===== config.mk =====
export PLATFORM = sky130hd
export DESIGN_NAME = sync_tx_scheduler
export DESIGN_NICKNAME = d
export VERILOG_FILES = /design/src/rtl/sync_tx_scheduler.sv
export SDC_FILE = /design/constraint.sdc
export NUM_CORES = 1
export LEC_CHECK = 0
export BUFFER_PORTS_ARGS = -buffer_cell sky130_fd_sc_hd__buf_2
export CAP_MARGIN = 30
export CORE_UTILIZATION = 47
export DETAILED_ROUTE_END_ITERATION = 8
export GPL_TIMING_DRIVEN = 0
export PLACE_DENSITY_LB_ADDON = 0.08
export SETUP_SLACK_MARGIN = 0.02
export SLEW_MARGIN = 20
export SYNTH_ARGS = -nofsm -noshare
export SYNTH_HDL_FRONTEND = slang
export SYNTH_SLANG_ARGS = --single-unit

===== constraint.sdc =====
create_clock -name CLK -period 1.9 [get_ports CLK]
set_input_delay 0 -clock CLK [delete_from_list [all_inputs] [get_ports CLK]]
set_output_delay 0 -clock CLK [all_outputs]
set_load 0.02 [all_outputs]

===== src/rtl/sync_tx_scheduler.sv =====
// Source-side scheduler for the bus-enable synchronizer crossing.
// Define SYNC_SCHED_FIXED_PRIO_EN for fixed priority instead of round-robin.
module sync_tx_scheduler #(
  parameter int NUM_REQ     = 4,
  parameter int DATA_WIDTH  = 8,
  parameter int HOLD_CYCLES = 3,
  parameter int GAP_CYCLES  = 2,
  localparam int IDW = $clog2(NUM_REQ)
) (
  input  logic                          CLK,
  input  logic                          RST,
  input  logic [NUM_REQ-1:0]            req,
  input  logic [NUM_REQ*DATA_WIDTH-1:0] req_data,
  output logic [NUM_REQ-1:0]            gnt,
  output logic [DATA_WIDTH-1:0]         unsync_bus,
  output logic                          bus_enable,
  output logic [IDW-1:0]                src_id,
  output logic                          busy
);

  localparam int MAXC =
    (HOLD_CYCLES > GAP_CYCLES) ? HOLD_CYCLES : GAP_CYCLES;
  localparam int CW = $clog2(MAXC) + 1;

  typedef enum logic [1:0] {
    IDLE,
    HOLD,
    GAP
  } state_t;

  state_t                  state, state_nxt;
  logic [CW-1:0]           cnt, cnt_nxt;
  logic [NUM_REQ-1:0]      gnt_nxt;
  logic [DATA_WIDTH-1:0]   bus_nxt;
  logic                    en_nxt;
  logic [IDW-1:0]          id_nxt;
  logic                    busy_nxt;
  logic [IDW-1:0]          win;
  logic [IDW-1:0]          rr_ptr;
  logic [IDW-1:0]          rr_nxt;

  // Descending scan so the lowest search offset is assigned last and wins.
  always_comb begin
    win = '0;
`ifdef SYNC_SCHED_FIXED_PRIO_EN
    for (int i = NUM_REQ - 1; i >= 0; i--)
      if (req[i]) win = IDW'(i);
`else
    for (int i = NUM_REQ - 1; i >= 0; i--)
      if (req[(int'(rr_ptr) + i) % NUM_REQ])
        win = IDW'((int'(rr_ptr) + i) % NUM_REQ);
`endif
  end

  always_comb begin
    state_nxt = state;
    cnt_nxt   = cnt;
    gnt_nxt   = '0;
    bus_nxt   = unsync_bus;
    en_nxt    = bus_enable;
    id_nxt    = src_id;
    busy_nxt  = busy;
    rr_nxt    = rr_ptr;
    unique case (state)
      IDLE: begin
        if (|req) begin
          state_nxt    = HOLD;
          cnt_nxt      = CW'(HOLD_CYCLES - 1);
          gnt_nxt[win] = 1'b1;
          bus_nxt      = req_data[int'(win)*DATA_WIDTH +: DATA_WIDTH];
          en_nxt       = 1'b1;
          id_nxt       = win;
          busy_nxt     = 1'b1;
          rr_nxt       = IDW'((int'(win) + 1) % NUM_REQ);
        end
      end
      HOLD: begin
        if (cnt == '0) begin
          state_nxt = GAP;
          cnt_nxt   = CW'(GAP_CYCLES - 1);
          en_nxt    = 1'b0;
        end else begin
          cnt_nxt = cnt - CW'(1);
        end
      end
      GAP: begin
        if (cnt == '0) begin
          state_nxt = IDLE;
          busy_nxt  = 1'b0;
        end else begin
          cnt_nxt = cnt - CW'(1);
        end
      end
      default: begin
        state_nxt = IDLE;
        busy_nxt  = 1'b0;
        en_nxt    = 1'b0;
      end
    endcase
  end

  always_ff @(posedge CLK) begin
    if (RST) begin
      state      <= IDLE;
      cnt        <= '0;
      gnt        <= '0;
      unsync_bus <= '0;
      bus_enable <= 1'b0;
      src_id     <= '0;
      busy       <= 1'b0;
    end else begin
      state      <= state_nxt;
      cnt        <= cnt_nxt;
      gnt        <= gnt_nxt;
      unsync_bus <= bus_nxt;
      bus_enable <= en_nxt;
      src_id     <= id_nxt;
      busy       <= busy_nxt;
    end
  end

`ifdef SYNC_SCHED_FIXED_PRIO_EN
  assign rr_ptr = '0;
  logic unused_rr;
  assign unused_rr = ^rr_nxt;
`else
  always_ff @(posedge CLK) begin
    if (RST) rr_ptr <= '0;
    else     rr_ptr <= rr_nxt;
  end
`endif

endmodule


Yosys cells after proc, flatten, opt, wreduce, memory -nomap -nowiden. Cells that the tools add are included. W data, S select, Z words.

Flip-flop bits (word level): 23. Input bits: 38.

Add/sub/neg operators: 5. Order comparisons: 6. Equality and inequality tests: 6. Shift-type cells: 1. Mux-type cells: 29. Bitwise gates (word level): 7. Reduce and logical (&&, ||, !) cells: 14.

Operator list (number): $shiftx A32 B6 Y8 (1); $mux W2 (7); $lt A3 B4 Y1 const B (3); $reduce_and A3 Y1 (4); $mux W1 (10); $mux W3 (3); $pmux W3 S3 (1); $bmux W1 S2 (4); $ne A2 B2 Y1 const B (4); $lt A2 B3 Y1 const B (2); $pmux W1 S3 (2); $pmux W2 S3 (1); $reduce_or A2 Y1 (3); $add A2 B1 Y2 const B (2); $add A2 B2 Y2 const B (2); $not A1 Y1 (4); $reduce_or A4 Y1 (1); $and A1 B1 Y1 const A (3); $logic_not A3 Y1 (1); $reduce_bool A3 Y1 (1); $reduce_or A3 Y1 (1); $sub A3 B1 Y3 const B (1); $demux W1 S2 (1); $eq A2 B1 Y1 const B (1); 5 further kinds (5).

Logic depth before layout (Yosys ltp).
Depth after elaboration: 14. Gate-level depth with buffers: 7. Gate-level depth less buffers: 7.

Least setup slack after synthesis. OpenSTA, ideal clock, no wires.

Path type: reg2reg. From: reg rr_ptr[1]. To: reg rr_ptr[1]. Data arrival time: 1.455 ns. Required time: 1.768 ns. Path slack: 0.312 ns. Cell stages (with the launch flop): 8. Path buffers: 1. Period minus slack after synthesis: 1.588 ns. Path through: dfxtp_1 > mux2i_1 > nor2_1 > nor3_4 > buf_8 > ha_1 > nand2_1 > a21oi_1.

Cells in the longest elaborated chain, start to end: 9. Elaborated cells between the ends (all ways): 19.

RTL lines: start: declaration (RTL line 39) `logic [IDW-1:0] rr_ptr;`; start signal: assignment (RTL line 129) `else rr_ptr <= rr_nxt;`; $add A2 B2 Y2 (RTL line 50) `if (req[(int'(rr_ptr) + i) % NUM_REQ])`; $bmux W1 S2 (RTL line 50); $mux W1 (implied by the code) (2 in series) (RTL line 50); $mux W2 (3 in series) (RTL line 50); $mux W2 * (RTL line 50); named net win[0] (RTL line 38) `logic [IDW-1:0] win;`; $add A2 B1 Y2 * (RTL line 74) `rr_nxt = IDW'((int'(win) + 1) % NUM_REQ);`.

Mark *: on every way through the listed nets, which the timed path passes. The rest lies on a longest branch. The select of a mux whose other input is x is not followed. A chain may end at the register's enable or synchronous reset.

Worst setup path after layout.
From: reg state[0]. To: reg unsync_bus[1].

Cells in the longest elaborated chain, start to end: 2.

RTL lines: start: declaration (RTL line 31) `state_t state, state_nxt;`; start signal: assignment (RTL line 112) `state <= state_nxt;`; $logic_not A2 Y1 (RTL line 64) `unique case (state)`; $reduce_and A2 Y1 (no source line); end signal: assignment (RTL line 115) `unsync_bus <= bus_nxt;`; end: declaration (RTL line 15) `output logic [DATA_WIDTH-1:0] unsync_bus,`.

No other way between the ends.

==> flow_results.xml <==
<?xml version="1.0" encoding="UTF-8"?>
<metrics>
  <group name="worst_setup_path">
    <metric name="worstReg2RegEnd" unit="">unsync_bus[1]</metric>
    <metric name="crit_path_end" unit="">unsync_bus[1]</metric>
    <metric name="sum_of_buffers_and_inverters_on_the_critical_path" unit="">1</metric>
    <metric name="startpoint_to_endpoint_class_of_the_critical_path" unit="">register to register</metric>
    <metric name="crit_chain" unit="">inv_1 &gt; ha_1 &gt; nand2_2 &gt; nor2_2 &gt; nand2b_1 &gt; o221ai_1</metric>
    <metric name="critical_path.max_fanout" unit="">8</metric>
    <metric name="r2r_cells" unit="">6</metric>
    <metric name="cp_num_cells" unit="">6</metric>
    <metric name="delay_of_the_slowest_cell_on_the_worst_path" unit="ps">370</metric>
    <metric name="required_time_at_the_endpoint_of_the_critical_path" unit="ps">2120</metric>
    <metric name="cp_top_family" unit="">simple AND/OR/NAND/NOR gates</metric>
    <metric name="startpoint" unit="">state[0]</metric>
    <metric name="worst_flop_to_flop_path_startpoint" unit="">state[0]</metric>
    <metric name="start_kind" unit="">register</metric>
    <metric name="end_kind" unit="">register</metric>
    <metric name="cp_slowest_cell" unit="">dfxtp_1</metric>
    <metric name="timing.reg2reg.setup_slack" unit="ps">150</metric>
    <metric name="crit_arrival" unit="ps">1980</metric>
  </group>
  <group name="logic_synthesis">
    <metric name="syn-mean-instance-area" unit="sq um">9.40</metric>
    <metric name="netlist-cell-type-count" unit="">31</metric>
    <metric name="yosysWarningCount" unit="">0</metric>
    <metric name="synth.top_cell.area_share" unit="%">35.5</metric>
    <metric name="netlist_top_cells_area" unit="">dfxtp_1 (35%), mux2i_1 (13%), ha_1 (9.6%), o221ai_1 (5.4%), a21oi_1 (5.0%)</metric>
    <metric name="synth.largest_area_cell" unit="">dfxtp_1</metric>
    <metric name="syn-cell-area" unit="sq mm">0.00130</metric>
    <metric name="syn-num-nets" unit="">186</metric>
    <metric name="ys_seq_elements" unit="">23</metric>
    <metric name="synth.yosys.seq_area_share" unit="%">35.5</metric>
    <metric name="syn-instance-count" unit="">138</metric>
  </group>
  <group name="drt">
    <metric name="top_signal_layer_used" unit="">met4</metric>
    <metric name="drtAntennaViolNets" unit="">0</metric>
    <metric name="drc" unit="">0</metric>
    <metric name="wire_per_inst" unit="um">13.4</metric>
    <metric name="metal_1_wl" unit="um">1390</metric>
    <metric name="first_pass_detailed_route_iteration_total" unit="">4</metric>
    <metric name="via_per_inst" unit="">5.47</metric>
    <metric name="met2_wirelength" unit="um">1580</metric>
    <metric name="dr_total_vias" unit="">1286</metric>
    <metric name="drt_wl_total" unit="um">3150</metric>
    <metric name="drt_iter0_drc" unit="">38</metric>
    <metric name="met3WireLength" unit="um">143</metric>
  </group>
  <group name="timing">
    <metric name="finalSetupViolations" unit="">0</metric>
    <metric name="min_period_over_period" unit="%">92.3</metric>
    <metric name="tns" unit="ps">0</metric>
    <metric name="period_needed" unit="ps">1750</metric>
    <metric name="timing.fmax" unit="GHz">0.570</metric>
    <metric name="rsz0062_at_grt" unit="">no</metric>
    <metric name="timing_hold_violations_final" unit="">0</metric>
    <metric name="setup_ws" unit="ps">147</metric>
    <metric name="worst_slew_margin_rel" unit="%">44.9</metric>
    <metric name="tightest_slew" unit="ps">819</metric>
    <metric name="final-max-slew-violation-count" unit="">0</metric>
    <metric name="clock-skew-final" unit="ps">8.78</metric>
  </group>
  <group name="finish">
    <metric name="areaGrowthSynthToFinish" unit="%">34.0</metric>
    <metric name="total_nets_final" unit="">254</metric>
    <metric name="most-common-layout-cells" unit="">buf_2 (54), dfxtp_1 (23), mux2i_1 (17)</metric>
    <metric name="layout_commonest_cell" unit="">buf_2</metric>
    <metric name="layout-drive-gt1-share" unit="%">32.2</metric>
    <metric name="num_antenna_cells" unit="">0</metric>
    <metric name="fin_cells" unit="">235</metric>
  </group>
  <group name="power">
    <metric name="total_power" unit="mW">2.40</metric>
    <metric name="powerDensity" unit="mW/mm^2">1380</metric>
    <metric name="worst_ir_drop_vdd" unit="mV">0.802</metric>
    <metric name="leakage" unit="nW">0.813</metric>
  </group>
  <group name="placed_design">
    <metric name="placedCellCount" unit="">221</metric>
    <metric name="finalWeightedCongestion" unit="">0.723</metric>
    <metric name="dp_slack" unit="ps">121</metric>
    <metric name="numPortBuffers" unit="">53</metric>
    <metric name="post-dp-hpwl" unit="um">2380</metric>
  </group>
  <group name="floorplan">
    <metric name="fp.dieW" unit="um">54.5</metric>
    <metric name="core.rowCount" unit="">18</metric>
    <metric name="core-area" unit="sq mm">0.00254</metric>
    <metric name="design.die.area" unit="sq mm">0.00297</metric>
    <metric name="floorplan.io_pins" unit="">54</metric>
    <metric name="initial_utilization" unit="%">51.0</metric>
    <metric name="dieHeight" unit="um">54.5</metric>
  </group>
  <group name="status">
    <metric name="outcome" unit="">complete, no violations</metric>
  </group>
  <group name="clock_network">
    <metric name="clock_tree.buffer_depth" unit="">2</metric>
    <metric name="numCtsBuffers" unit="">3</metric>
    <metric name="cts-htree-levels" unit="">1</metric>
    <metric name="clock_insertion_delay_worst_skew" unit="ps">310</metric>
    <metric name="clock_pin_slew_worst_setup_and_hold_paths" unit="ps">130</metric>
    <metric name="cts_tree" unit="">done</metric>
    <metric name="cts_root_buf" unit="">clkbuf_4</metric>
    <metric name="cts_post_setup_buffers_inserted" unit="">0</metric>
    <metric name="cts_sinks" unit="">23</metric>
  </group>
  <group name="global_routing">
    <metric name="grt_max_degree" unit="">14</metric>
    <metric name="number_of_global_route_vias_before_repair" unit="">1123</metric>
    <metric name="antenna_found_initial" unit="">0</metric>
    <metric name="grt_use_total" unit="%">22.4</metric>
    <metric name="grt_remaining_overflow" unit="">0</metric>
    <metric name="grt_pass1_wl" unit="um">4750</metric>
  </group>
  <group name="hold_path">
    <metric name="worstHoldPathType" unit="">input pin to register</metric>
  </group>
  <group name="run">
    <metric name="max_cap_viols" unit="">0</metric>
  </group>
</metrics>
## final cells by class
class	count	area [sq um]
timing repair buffer	63	365
inverter	9	33.8
buffer	3	23.8
multi-input combinational	103	791
fill	211	806
tap	30	37.5
clock inverter	1	5.00
clock buffer	3	22.5
sequential	23	460
## logic make-up after synthesis
family / after synthesis / synth area share, %
AND/OR/NAND/NOR: 41 / 18.0
buffers and inverters: 12 / 4.43
AO/OA/AOI/OAI: 35 / 19.3
flip-flops: 23 / 35.5
multiplexers: 17 / 13.1
adder cells (fa/ha/maj): 10 / 9.64
## per-stage QoR
step	hold slack, ps	util, %	area, sq um
3_5_place_dp	294	62.9	1600
3_3_place_gp	279	62.9	1600
2_1_floorplan	72.8	-	1300
5_1_grt	10.1	68.3	1740
4_1_cts	1.04	67.9	1730
6_report	0.872	68.3	1740
## worst min path at each step
stage                       startpoint             to  slack [ps]  depth (start not counted)
after global placement             RST       state[0]         280                          2
after global routing      req_data[15]  unsync_bus[7]          10                          3
final                     req_data[24]  unsync_bus[0]         0.9                          3
after CTS                 req_data[26]  unsync_bus[2]           1                          3
after detailed placement           RST       state[0]         290                          2
after floorplan                    RST       state[0]          70                          1
## state kept, by name, indices dropped and copies added (netlist names)
name	cells
gnt	4
busy	1
src_id	2
state	2
unsync_bus	8
rr_ptr	2
bus_enable	1
cnt	3
## routing by layer
layer | vias to the layer above | GRT usage, %
li1 | 634 | -
met1 | 599 | 27.6
met2 | 48 | 39.8
met3 | 5 | 2.50
met4 | 0 | 7.69
met5 | - | 0
## report_power, final
group	leakage (nW)	total, mW	internal (mW)	switching (mW)
clock network	0.0177	0.227	0.0786	0.149
registers	0.190	0.796	0.674	0.122
logic	0.605	1.38	0.553	0.828
## Yosys cell counts
master / count
o22ai_1: 1
nand2b_1: 4
buf_8: 1
nor2b_1: 1
dfxtp_1: 23
nor2_2: 1
inv_1: 9
a221oi_2: 1
nand2_1: 13
nor2_1: 6
a21o_1: 1
clkbuf_1: 1
nor4_1: 1
nor4b_1: 1
nand2_2: 2
buf_2: 1
o21ai_0: 2
mux2i_1: 17
and2_1: 4
a2bb2oi_2: 1
nand3b_1: 5
ha_1: 10
o221ai_1: 8
o31ai_1: 1
a21oi_1: 13
or4_4: 1
a22oi_1: 1
a211oi_1: 5
nor3b_1: 1
nor3_4: 1
o2111ai_1: 1
## what timing repair did
action                                 CTS  global route
hold buffers                            10             0
resized for setup                        0             1
setup endpoints to repair                0             6
endpoints found under the hold margin    6             0
## tightest hold or removal path: stages
cell      delay, ps
buf_2            70
mux2i_1          50
o221ai_1        150
Power figures use the tool's default switching activity.
